<file path="src/rtl/lfsr_pkg.sv">
// Shared LFSR definitions for the serial link generator and checker.
// Keeping lfsr_next here means both ends always use the same polynomial.
package lfsr_pkg;

  localparam int LFSR_WIDTH = 8;
  localparam logic [LFSR_WIDTH-1:0] LFSR_TAPS = 8'b10101010;

  localparam int BIT_CNT_W = $clog2(LFSR_WIDTH + 1);

  typedef logic [LFSR_WIDTH-1:0] lfsr_word_t;
  typedef logic [BIT_CNT_W-1:0]  bit_cnt_t;

  localparam bit_cnt_t BIT_CNT_FULL = bit_cnt_t'(LFSR_WIDTH);

  localparam logic [1:0] ST_IDLE  = 2'd0;
  localparam logic [1:0] ST_RUN   = 2'd1;
  localparam logic [1:0] ST_CHECK = 2'd2;

  // The all-zero term in the feedback lets the sequence leave (and pass through) 8'h00.
  function automatic lfsr_word_t lfsr_next(input lfsr_word_t l);
    logic       fb;
    lfsr_word_t n;
    fb   = l[LFSR_WIDTH-1] ^ ~|l[LFSR_WIDTH-2:0];
    n    = '0;
    n[0] = fb;
    for (int i = 1; i < LFSR_WIDTH; i++)
      n[i] = LFSR_TAPS[i] ? (fb ^ l[i-1]) : l[i-1];
    return n;
  endfunction

endpackage

</file>
<file path="src/rtl/lfsr_serial_checker_deserializer.sv">
// LSB-first deserialiser: the first accepted bit ends up in sreg[0].
// Stops capturing once WIDTH bits are in; extra bits are dropped.
module serial_deserializer
  import lfsr_pkg::*;
(
  input  logic       clock,
  input  logic       reset,
  input  logic       clear,
  input  logic       enable,
  input  logic       serial_in,
  input  logic       serial_valid,
  output lfsr_word_t sreg,
  output logic       full
);

  bit_cnt_t bit_cnt;

  assign full = (bit_cnt == BIT_CNT_FULL);

  always_ff @(posedge clock) begin
    if (!reset) begin
      sreg    <= '0;
      bit_cnt <= '0;
    end else if (clear) begin
      bit_cnt <= '0;
    end else if (enable && serial_valid && !full) begin
      sreg    <= {serial_in, sreg[LFSR_WIDTH-1:1]};
      bit_cnt <= bit_cnt + 1'b1;
    end
  end

endmodule

</file>
<file path="config.mk">
export PLATFORM = sky130hd
export DESIGN_NAME = serial_deserializer
export DESIGN_NICKNAME = d
export VERILOG_FILES = /design/src/rtl/lfsr_pkg.sv /design/src/rtl/lfsr_serial_checker_deserializer.sv
export SDC_FILE = /design/constraint.sdc
export NUM_CORES = 1
export LEC_CHECK = 0
export ABC_AREA = 1
export CAP_MARGIN = 20
export CORE_ASPECT_RATIO = 1.1
export CORE_MARGIN = 10
export CORE_UTILIZATION = 34
export DETAILED_ROUTE_END_ITERATION = 16
export GPL_ROUTABILITY_DRIVEN = 0
export GPL_TIMING_DRIVEN = 0
export HOLD_SLACK_MARGIN = 0.06
export MAX_ROUTING_LAYER = met4
export PLACE_DENSITY_LB_ADDON = 0.05
export SLEW_MARGIN = 25
export SYNTH_ARGS = -nofsm -noshare
export SYNTH_HDL_FRONTEND = slang
export SYNTH_SLANG_ARGS = --single-unit
</file>
<file path="constraint.sdc">
create_clock -name clock -period 1.2 [get_ports clock]
set_input_delay 0.24 -clock clock [delete_from_list [all_inputs] [get_ports clock]]
set_output_delay 0.24 -clock clock [all_outputs]
set_load 0.02 [all_outputs]
</file>
Yosys cells after proc, flatten, opt, wreduce, memory -nomap -nowiden. Cells that the tools add are included.

Output and inout port bits: 9. Bits in registers: 12. Bits of input ports: 6. Logic and storage cells: 11.

$add $sub $neg: 1. Reductions and logical operators: 5. Bitwise operators: 2. Equality and inequality tests: 1.

Operators with widths (number): $add A4 B1 Y4 const B (1); $eq A4 B4 Y1 const B (1); $logic_and A1 B1 Y1 (2); $not A1 Y1 (2); $reduce_and A2 Y1 (1); $reduce_or A2 Y1 (1); $logic_not A1 Y1 (1).

Depth between registers and ports, before layout. Gate-level depths: netlist of run 1.

Depth after elaboration: 4. Depth in mapped cells: 8. Mapped depth without buffers: 7.

Least setup slack after synthesis of run 1. No wires, ideal clock.

Path kind: register -> register. From: register bit_cnt[0]. To: register sreg[0]. Required time: 1087 ps. Data arrival time: 1087 ps. Library setup time: 113 ps. Stages on the path, launching flop included: 8. Period minus slack after synthesis: 1200 ps. Path buffers: 1. Setup slack: 0 ps. Cells stage by stage: dfxtp_1 inv_1 ha_1 nand3_4 nand3_4 buf_6 nor2_1 nor2_1.

Longest elaborated chain between the ends: 4.

Ends and longest elaborated chain: from (decl) (RTL line lfsr_serial_checker_deserializer.sv:16) `bit_cnt_t bit_cnt;`; from (signal assigned) (RTL line lfsr_serial_checker_deserializer.sv:28) `bit_cnt <= bit_cnt + 1'b1;`; $eq A4 B4 Y1 (RTL line lfsr_serial_checker_deserializer.sv:18) `assign full = (bit_cnt == BIT_CNT_FULL);`; $logic_not A1 Y1 (RTL line lfsr_serial_checker_deserializer.sv:26) `end else if (enable && serial_valid && !full) begin`; $logic_and A1 B1 Y1 (RTL line lfsr_serial_checker_deserializer.sv:26); $reduce_and A2 Y1 (no line); to (signal assigned) (RTL line lfsr_serial_checker_deserializer.sv:27) `sreg <= {serial_in, sreg[LFSR_WIDTH-1:1]};`; to (decl) (RTL line lfsr_serial_checker_deserializer.sv:12) `output lfsr_word_t sreg,`.

Every way passes these cells. A chain may end at the register's enable or synchronous reset.

Final worst setup path of run 1.
From: register bit_cnt[1]. To: output port full.

Longest elaborated chain between the ends: 1.

Ends and longest elaborated chain: $eq A4 B4 Y1 (RTL line lfsr_serial_checker_deserializer.sv:18); to (decl) (RTL line lfsr_serial_checker_deserializer.sv:13) `output logic full`.

Every way passes these cells.

==> impl_metrics.env, run 1 <==
export IMPL_r2r_slack_ns=-0.01
export IMPL_rsz0062_at_grt="yes"
export IMPL_grt_ovfl_total=0
export IMPL_yosysMostFrequentCell="nor2_1"
export IMPL_crit_path_max_fanout=4
export IMPL_grt_max_degree=11
export IMPL_status="finished, violations left"
export IMPL_finalHoldViolations=0
export IMPL_grt_pass1_wl_um=2240
export IMPL_syn_inst=88
export IMPL_async_flop_share_pct=0
export IMPL_netlist_area_sq_um=602
export IMPL_vias=535
export IMPL_p_clk_share_pct=36.6
export IMPL_nFillCells=167
export IMPL_antenna_found_initial=0
export IMPL_layout_drive_gt1_share_pct=31.5
export IMPL_combPwrFrac_pct=15.0
export IMPL_ys_seq_area_share_pct=39.9
export IMPL_cts_tree="done"
export IMPL_worstMarginPinSlew_ns=0.235
export IMPL_initial_utilization_pct=37.3
export IMPL_die_h_um=64.1
export IMPL_slew_viol_final=0
export IMPL_maxCapViolCount=0
export IMPL_tns_ns=-0.137
export IMPL_fin_crit_ns=1.29
export IMPL_drc_errors=0
export IMPL_cp_slowest_stage_delay_ns=0.35
export IMPL_setup_slack_ns=-0.0877
export IMPL_core_sq_um=1610
export IMPL_cp_data_arrival_time_ns=1.05
export IMPL_path_class="reg -> out"
export IMPL_total_power_uw=880
export IMPL_synth_seq_cells=12
export IMPL_critPathSlowestCell="dfxtp_2"
export IMPL_crit_top_cell="inv_2"
export IMPL_routedWlPerCell_um=9.90
export IMPL_nets=120
export IMPL_clkTransAtPathRegs_ns=0.08
export IMPL_max_vdd_ir_drop_mv=0.792
export IMPL_p_sw_share_pct=25.1
export IMPL_syn_avg_cell_area_sq_um=6.84
export IMPL_cts_max_level=1
export IMPL_drtPass1Iterations=4
export IMPL_p_switching_uw=221
export IMPL_fin_crit_sh_pct=107
export IMPL_worst_ep_required_time_ns=0.96
export IMPL_vias_per_cell=4.18
export IMPL_area_growth_pct=39.5
export IMPL_synth_edff_count=0
export IMPL_wl_met2_um=549
export IMPL_power_frac_seq_pct=48.4
export IMPL_numCtsBuffers=3
export IMPL_grt_pass1_vias=532
export IMPL_hp_class="in -> reg"
export IMPL_fmax_mhz=777
export IMPL_antenna_cells=0
export IMPL_dieArea_sq_um=3850
export IMPL_highest_layer="met4"
export IMPL_insertion_delay_ns=0.27
export IMPL_start_kind="register"
export IMPL_rows=15
export IMPL_die_x_um=60.1
export IMPL_met1_length_um=615
export IMPL_clock_path_buffers=2
export IMPL_synth_top_cell_area_share_pct=39.9
export IMPL_synth_common_cells="nor2_1 (23), nand2_1 (21), inv_1 (17)"
export IMPL_utilization_pct=52.0
export IMPL_holdBufCountCts=0
export IMPL_cp_cell_sequence="inv_2 -> ha_4 -> nand3_4 -> inv_2 -> buf_6"
export IMPL_leakage_nw=0.435
export IMPL_violations="negative setup slack"
export IMPL_yosysWarnings=0
export IMPL_yosysTopAreaCell="dfxtp_1"
export IMPL_synth_area_leaders="dfxtp_1 (40%), nor2_1 (14%), nand2_1 (13%), inv_1 (11%), nand3_4 (5.8%)"
export IMPL_port_buffers=13
export IMPL_io_pins=15
export IMPL_fin_worst_skew_ns=0.00255
export IMPL_clockRootBuffer="clkbuf_4"
export IMPL_drtIter0Drc=7
export IMPL_crit_path_end_kind="output pin"
export IMPL_grt_usage_pct=7.63
export IMPL_clock_sinks=12
export IMPL_powerDensity_nw_per_um2=1050
export IMPL_antenna_left=0
export IMPL_slew_headroom_pct=84.3
export IMPL_setup_viol=7
export IMPL_synth_distinct_cells=15
export IMPL_routed_wl_um=1270
export IMPL_dp_hpwl_um=919
export IMPL_p_int_uw=659
export IMPL_synth_nets=96
export IMPL_synthFlopType="dfxtp_1"
export IMPL_route_met3_wl_um=85
## logic make-up (layout without fill, tap and decap cells)
logic type,Yosys count,count (layout),share of synthesized area (%)
simple gates,50,50,37.2
fa+ha+maj,2,2,4.16
flops,12,12,39.9
compound gates,3,3,2.91
xor+xnor,1,1,1.46
buf+inv,20,43,14.3
## worst max-delay path: cells and delay by family, from the launching register on
| kind | cells | cell delay, ns |
|---|---|---|
| DFF | 1 | 0.35 |
| and+or+nand+nor | 1 | 0.07 |
| adders and majority gates | 1 | 0.15 |
| buffers and inverters | 3 | 0.21 |
## layout make-up
class / count / area [sq um] / share of cell area (%)
Sequential cell: 12 / 243 / 28.9
Multi-Input combinational cell: 56 / 295 / 35.2
Buffer: 2 / 22.5 / 2.68
Clock buffer: 4 / 36.3 / 4.32
Tap cell: 17 / 21.3 / 2.53
Timing Repair Buffer: 19 / 154 / 18.3
Inverter: 18 / 67.6 / 8.05
## through the flow
stage               instances  hold slack (ns)  area (sq um)  setup slack (ns)
CTS                       126            0.242           827            -0.217
finish                    128            0.248           840           -0.0877
detailed placement        118            0.490           756            -0.402
floorplan                  88            0.375           604            0.0365
global route              128            0.248           840            -0.155
global placement          118            0.493           756            -0.399
## final timing paths
check | startpoint | to | depth (start not counted)
setup / recovery | bit_cnt[1] | full | 5
hold / removal | reset | sreg[5] | 3
setup reg to reg | bit_cnt[1] | sreg[6] | 8
hold reg to reg | sreg[5] | sreg[4] | 2
## per-layer routing
metal | vias up | track usage, %
met2 | 12 | 10.3
met5 | - | -
met1 | 220 | 9.20
li1 | 301 | -
met4 | 0 | 2.81
met3 | 2 | 4.15
## power by group through the flow
stage | logic [mW] | registers, mW | clock network, mW
detailed placement | 0.128 | 0.435 | 0
CTS | 0.132 | 0.426 | 0.337
global route | 0.150 | 0.428 | 0.363
global placement | 0.127 | 0.435 | 0
floorplan | 0.0599 | 0.450 | 0
finish | 0.132 | 0.426 | 0.322
## cell usage in the layout (no fill, tap or decap), drive strengths merged
master         synthesis  layout
nand2                 23      23
nor2                  23      23
inv                   18      18
dfxtp                 12      12
buf                    2      12
clkbuf                 0       6
clkdlybuf4s50          0       4
nand3                  3       3
clkdlybuf4s15          0       3
o21ai                  2       2
ha                     2       2
xor2                   1       1
a21boi                 1       1
nand4                  1       1
## state kept, by name, indices dropped and copies added, names as in the netlist
register and count:
sreg 8, bit_cnt 4
## timing repair
| action | in CTS | in global routing |
|---|---|---|
| setup endpoints to repair | 18 | 17 |
| buffers inserted | 4 | 2 |
| gates resized for setup | 27 | 16 |
| pin swaps | 0 | 2 |
Power figures use the tool's default switching activity.
==> run 2: changes to the inputs <==
--- a/config.mk
+++ b/config.mk
@@ -5,7 +5,6 @@
 export SDC_FILE = /design/constraint.sdc
 export NUM_CORES = 1
 export LEC_CHECK = 0
-export ABC_AREA = 1
 export CAP_MARGIN = 20
 export CORE_ASPECT_RATIO = 1.1
 export CORE_MARGIN = 10
@@ -16,6 +15,7 @@
 export HOLD_SLACK_MARGIN = 0.06
 export MAX_ROUTING_LAYER = met4
 export PLACE_DENSITY_LB_ADDON = 0.05
+export SETUP_SLACK_MARGIN = 0.05
 export SLEW_MARGIN = 25
 export SYNTH_ARGS = -nofsm -noshare
 export SYNTH_HDL_FRONTEND = slang
==> run 2 against run 1 <==
Against the previous run:
- area after synthesis decreased by 14%
- largest power group unchanged
- total power is 9.9% lower
- maximum frequency decreased by 15%
- worst hold slack improved by 0.22 ns
- the run still ends with negative setup slack left
- count of clock-buffer cells in the layout did not move
- critical endpoint is now sreg[0]
- critical path depth up 1
- synthesized cell count fell by 38%
- highest routed layer unchanged
- first-iteration DRC count fell by 29%
==> impl_metrics.env, run 2 <==
export IMPL_grt_pass1_wl_um=1990
export IMPL_reg2reg_depth=6
export IMPL_layout_common_cells="nand2_1 (11), dfxtp_1 (10), mux2i_1 (8)"
export IMPL_total_power_uw=793
export IMPL_tns_ns=-3.39
export IMPL_synth_common_cells="dfxtp_1 (12), nand2_1 (12), mux2i_1 (8)"
export IMPL_r2r_slack_ns=-0.32
export IMPL_top_register="sreg"
export IMPL_vias_per_cell=4.94
export IMPL_drtIter0Drc=5
export IMPL_dp_cells=85
export IMPL_initial_utilization_pct=37.1
export IMPL_ys_seq_area_share_pct=46.2
export IMPL_combPwrFrac_pct=8.6
export IMPL_holdPathStages=2
export IMPL_grt_usage_pct=7.47
export IMPL_nets=88
export IMPL_r2r_start="bit_cnt[0]"
export IMPL_finalHoldViolations=0
export IMPL_synth_nets=63
export IMPL_worstMarginPinSlew_ns=0.225
export IMPL_fmax_mhz=657
export IMPL_cp_data_arrival_time_ns=1.68
export IMPL_fin_crit_ns=1.52
export IMPL_die_x_um=57.3
export IMPL_crit_path_end_kind="register"
export IMPL_die_h_um=61.0
export IMPL_mostFrequentLayoutCell="nand2_1"
export IMPL_synth_seq_cells=12
export IMPL_dp_slack_ns=-0.440
export IMPL_synth_edff_count=0
export IMPL_drtPass1Iterations=4
export IMPL_area_growth_pct=52.6
export IMPL_powerDensity_nw_per_um2=998
export IMPL_nFillCells=138
export IMPL_drc_errors=0
export IMPL_clock_sinks=12
export IMPL_largest_registers="sreg x8, bit_cnt x4"
export IMPL_dpl_cell_area_sq_um=686
export IMPL_violations="negative setup slack"
export IMPL_io_pins=15
export IMPL_synth_area_leaders="dfxtp_1 (46%), mux2i_1 (15%), nand2_1 (8.7%), ha_1 (4.8%), or3_1 (4.8%)"
export IMPL_synth_distinct_cells=16
export IMPL_hp_class="reg -> reg"
export IMPL_layout_drive_gt1_share_pct=40.5
export IMPL_setup_slack_ns=-0.321
export IMPL_worst_ep_required_time_ns=1.36
export IMPL_seq_area_sq_um=245
export IMPL_timing_critical_path_from="bit_cnt[0]"
export IMPL_rsz0062_at_grt="yes"
export IMPL_cts_max_level=1
export IMPL_slew_viol_final=0
export IMPL_finalNonFillerCells=95
export IMPL_core_sq_um=1400
export IMPL_grt_max_degree=11
export IMPL_routedWlPerCell_um=12.9
export IMPL_insertion_delay_ns=0.27
export IMPL_multi_input_area_sq_um=277
export IMPL_start_kind="register"
export IMPL_regToRegEndpoint="sreg[0]"
export IMPL_grt_ovfl_total=0
export IMPL_fin_worst_skew_ns=0.00616
export IMPL_antenna_left=0
export IMPL_numCtsBuffers=3
export IMPL_whs_ns=0.472
export IMPL_antenna_cells=0
export IMPL_clock_path_buffers=2
export IMPL_cts_tree="done"
export IMPL_clockRootBuffer="clkbuf_4"
export IMPL_synthFlopType="dfxtp_1"
export IMPL_syn_inst=55
export IMPL_max_vdd_ir_drop_mv=0.796
export IMPL_setup_viol=12
export IMPL_yosysTopAreaCell="dfxtp_1"
export IMPL_finalInstanceArea_sq_um=795
export IMPL_fin_crit_sh_pct=127
export IMPL_yosysWarnings=0
export IMPL_synth_top_cell_area_share_pct=46.2
export IMPL_clkTransAtPathRegs_ns=0.08
export IMPL_maxCapViolCount=0
export IMPL_dieArea_sq_um=3500
export IMPL_netlist_area_sq_um=520
export IMPL_dp_hpwl_um=860
export IMPL_vias=469
export IMPL_port_buffers=14
export IMPL_rows=14
export IMPL_holdBufCountCts=0
export IMPL_routed_wl_um=1230
export IMPL_grt_pass1_vias=463
export IMPL_status="finished, violations left"
export IMPL_p_sw_share_pct=21.6
export IMPL_antenna_found_initial=0
export IMPL_largest_register_ffs=8
export IMPL_endpoint="sreg[0]"
export IMPL_async_flop_share_pct=0
export IMPL_p_clk_share_pct=40.9
export IMPL_leakage_nw=0.356
export IMPL_power_frac_seq_pct=50.5
export IMPL_utilization_pct=56.7
export IMPL_crit_path_max_fanout=8
export IMPL_slew_headroom_pct=84.8
export IMPL_syn_avg_cell_area_sq_um=9.46
export IMPL_path_class="reg -> reg"
export IMPL_p_int_uw=622
export IMPL_p_switching_uw=171
[run 2: cell types whose count changed in the layout (fill, tap and decap cells not counted), moves of 2 or more]
| cell | change |
|---|---|
| a21oi_1 | +2 |
| clkdlybuf4s15_2 | +3 |
| nand2_1 | -10 |
| inv_2 | -3 |
| or3_4 | +2 |
| nor2_1 | -20 |
| or3_1 | +2 |
| nand3_4 | -2 |
| nor2_2 | -3 |
| mux2i_1 | +8 |
| inv_1 | -13 |
[run 2: what timing repair did]
action / CTS / global route
pin swaps: 3 / 4
endpoints found under the hold margin: 0 / 0
buffers inserted: 4 / 3
resized for setup: 33 / 10
setup endpoints to repair: 21 / 16
gates cloned: 0 / 0
[run 2: logic make-up after synthesis]
kind of cell               count (synthesis)  synth area share (%)
buffers and inverters                      5                  6.49
adders and majority gates                  2                  4.81
and+or+nand+nor                           21                  19.5
AOI/OAI and AO/OA                          7                  7.69
muxes                                      8                  15.4
DFF                                       12                  46.2
[run 2: per-layer routing]
layer	global-route usage (%)	routed length (um)
met1	7.79	548
met2	12.4	639
met3	2.47	33
met4	4.03	8
met5	-	0
[run 2: layout make-up]
class	instances	share of cell area [%]
plain buffers	2	2.52
clock buffers	4	4.57
flip-flops and latches	12	30.9
multi-input cells	38	34.8
inverters	2	0.945
repair buffers	21	23.8
well taps	16	2.52
[run 2: power by group through the flow]
stage	clock, mW	sequential (mW)	combinational [mW]
2_1_floorplan	0	0.414	0.0265
3_3_place_gp	0	0.413	0.0541
3_5_place_dp	0	0.413	0.0546
4_1_cts	0.332	0.401	0.0615
5_1_grt	0.351	0.401	0.0743
6_report	0.324	0.401	0.0680
[run 2: worst min path at each step]
stage,startpoint,to,slack (ns)
global placement,sreg[0],sreg[0],0.45
floorplan,serial_in,sreg[7],0.38
detailed placement,sreg[0],sreg[0],0.46
CTS,sreg[0],sreg[0],0.48
global route,sreg[0],sreg[0],0.50
finish,sreg[0],sreg[0],0.47
[run 2: critical path, stage by stage (launching register included)]
cell and delay (ns):
dfxtp_4 0.35, inv_2 0.04, ha_4 0.14, and3b_2 0.21, or3_4 0.39, buf_8 0.15
mux2i_1 0.11
==> run 3: changes to the inputs <==
--- a/config.mk
+++ b/config.mk
@@ -7,8 +7,8 @@
 export LEC_CHECK = 0
 export CAP_MARGIN = 20
 export CORE_ASPECT_RATIO = 1.1
-export CORE_MARGIN = 10
 export CORE_UTILIZATION = 34
+export CTS_CLUSTER_SIZE = 30
 export DETAILED_ROUTE_END_ITERATION = 16
 export GPL_ROUTABILITY_DRIVEN = 0
 export GPL_TIMING_DRIVEN = 0
==> run 3 against run 2 <==
Against the previous run:
- maximum frequency increased by 2.8%
- routed wire length decreased by 17%
- the run still ends with negative setup slack left
- sequential share of layout area increased by 1.3 points
- first-iteration DRC count decreased by 20%
- count of clock-buffer cells in the layout unchanged
- via count decreased by 6.6%
- setup slack improved by 0.041 ns
- global-route usage increased by 7.9 points
- non-clock buffer count decreased by 2
- largest power group unchanged
- flip-flop and latch count unchanged
==> impl_metrics.env, run 3 (same netlist as run 2, synthesis figures left out) <==
export IMPL_fin_crit_sh_pct=123
export IMPL_clock_path_buffers=2
export IMPL_violations="negative setup slack"
export IMPL_largest_register_ffs=8
export IMPL_largest_registers="sreg x8, bit_cnt x4"
export IMPL_grt_pass1_vias=456
export IMPL_worst_ep_required_time_ns=1.36
export IMPL_clockRootBuffer="clkbuf_4"
export IMPL_fin_crit_ns=1.48
export IMPL_dp_hpwl_um=679
export IMPL_dieArea_sq_um=1690
export IMPL_whs_ns=0.354
export IMPL_vias_per_cell=4.71
export IMPL_antenna_cells=0
export IMPL_antenna_left=0
export IMPL_initial_utilization_pct=37.1
export IMPL_setup_viol=12
export IMPL_grt_max_degree=11
export IMPL_status="finished, violations left"
export IMPL_multi_input_area_sq_um=265
export IMPL_utilization_pct=53.8
export IMPL_start_kind="register"
export IMPL_core_sq_um=1400
export IMPL_crit_path_max_fanout=8
export IMPL_layout_drive_gt1_share_pct=37.7
export IMPL_grt_pass1_wl_um=1730
export IMPL_top_register="sreg"
export IMPL_hp_class="in -> reg"
export IMPL_rows=14
export IMPL_routed_wl_um=1020
export IMPL_grt_usage_pct=15.4
export IMPL_drtPass1Iterations=3
export IMPL_worstMarginPinSlew_ns=0.217
export IMPL_routedWlPerCell_um=11.0
export IMPL_crit_path_end_kind="register"
export IMPL_mostFrequentLayoutCell="nand2_1"
export IMPL_vias=438
export IMPL_nFillCells=142
export IMPL_dp_slack_ns=-0.421
export IMPL_setup_slack_ns=-0.281
export IMPL_r2r_slack_ns=-0.28
export IMPL_nets=86
export IMPL_path_class="reg -> reg"
export IMPL_drc_errors=0
export IMPL_max_vdd_ir_drop_mv=0.576
export IMPL_rsz0062_at_grt="yes"
export IMPL_cp_data_arrival_time_ns=1.65
export IMPL_grt_ovfl_total=0
export IMPL_slew_viol_final=0
export IMPL_die_h_um=43.0
export IMPL_insertion_delay_ns=0.27
export IMPL_clock_sinks=12
export IMPL_finalHoldViolations=0
export IMPL_finalInstanceArea_sq_um=754
export IMPL_seq_area_sq_um=243
export IMPL_slew_headroom_pct=85.4
export IMPL_area_growth_pct=45.0
export IMPL_cts_max_level=1
export IMPL_port_buffers=14
export IMPL_clkTransAtPathRegs_ns=0.08
export IMPL_leakage_nw=0.360
export IMPL_powerDensity_nw_per_um2=1040
export IMPL_io_pins=15
export IMPL_dpl_cell_area_sq_um=686
export IMPL_fin_worst_skew_ns=0.000601
export IMPL_numCtsBuffers=3
export IMPL_cts_tree="done"
export IMPL_maxCapViolCount=0
export IMPL_layout_common_cells="nand2_1 (11), dfxtp_1 (10), mux2i_1 (8)"
export IMPL_drtIter0Drc=4
export IMPL_antenna_found_initial=0
export IMPL_fmax_mhz=675
export IMPL_die_x_um=39.3
[run 3: cell count changes in the layout (fill, tap and decap cells not counted), sizes merged]
cell / previous run / this run
clkdlybuf4s15: 5 / 4
buf: 12 / 9
clkbuf: 5 / 7
clkdlybuf4s50: 5 / 3
dlymetal6s2s: 0 / 2
[run 3: power by group]
| group | switching [mW] | internal [mW] |
|---|---|---|
| combinational | 0.0285 | 0.0357 |
| clock | 0.137 | 0.184 |
| sequential | 0.00152 | 0.401 |
| total | 0.167 | 0.621 |
[run 3: layer usage]
layer | up-vias | GRT usage [%] | routed length, um
met5 | - | - | 0
met4 | 0 | 8.28 | 4
met3 | 2 | 4.71 | 48
met2 | 8 | 24.0 | 497
met1 | 199 | 17.0 | 469
li1 | 229 | - | -
[run 3: worst paths after layout]
check,cells past startpoint,end,from
min,4,bit_cnt[2],serial_valid
max reg2reg,6,sreg[0],bit_cnt[0]
max,6,sreg[0],bit_cnt[0]
min reg2reg,2,sreg[0],sreg[0]
[run 3: per-stage QoR]
| stage | total power, mW | TNS [ns] | cells |
|---|---|---|---|
| after CTS | 0.797 | -3.61 | 92 |
| after global routing | 0.827 | -3.61 | 93 |
| final | 0.788 | -2.83 | 93 |
| after detailed placement | 0.467 | -4.56 | 85 |
| after floorplan | 0.440 | -3.06 | 55 |
| after global placement | 0.466 | -4.40 | 85 |
[run 3: worst max-delay path, stage by stage (launching register included)]
cell,delay (ns)
dfxtp_2,0.34
inv_2,0.03
ha_2,0.16
and3b_1,0.18
or3_4,0.39
buf_8,0.15
mux2i_1,0.11
[run 3: what timing repair did]
item | 4_1_cts | 5_1_grt
resized for setup | 30 | 8
pin swaps | 4 | 2
setup buffers | 3 | 2
hold buffers | 0 | 0
endpoints found under the setup margin | 21 | 17
[run 3: layout make-up]
type                    instances  share of cell area (%)
multi-input cells              38                    35.2
repair buffers                 19                    21.6
well taps                      16                    2.65
plain buffers                   2                    2.65
inverters                       2                   0.995
clock buffers                   4                    4.81
flip-flops and latches         12                    32.2
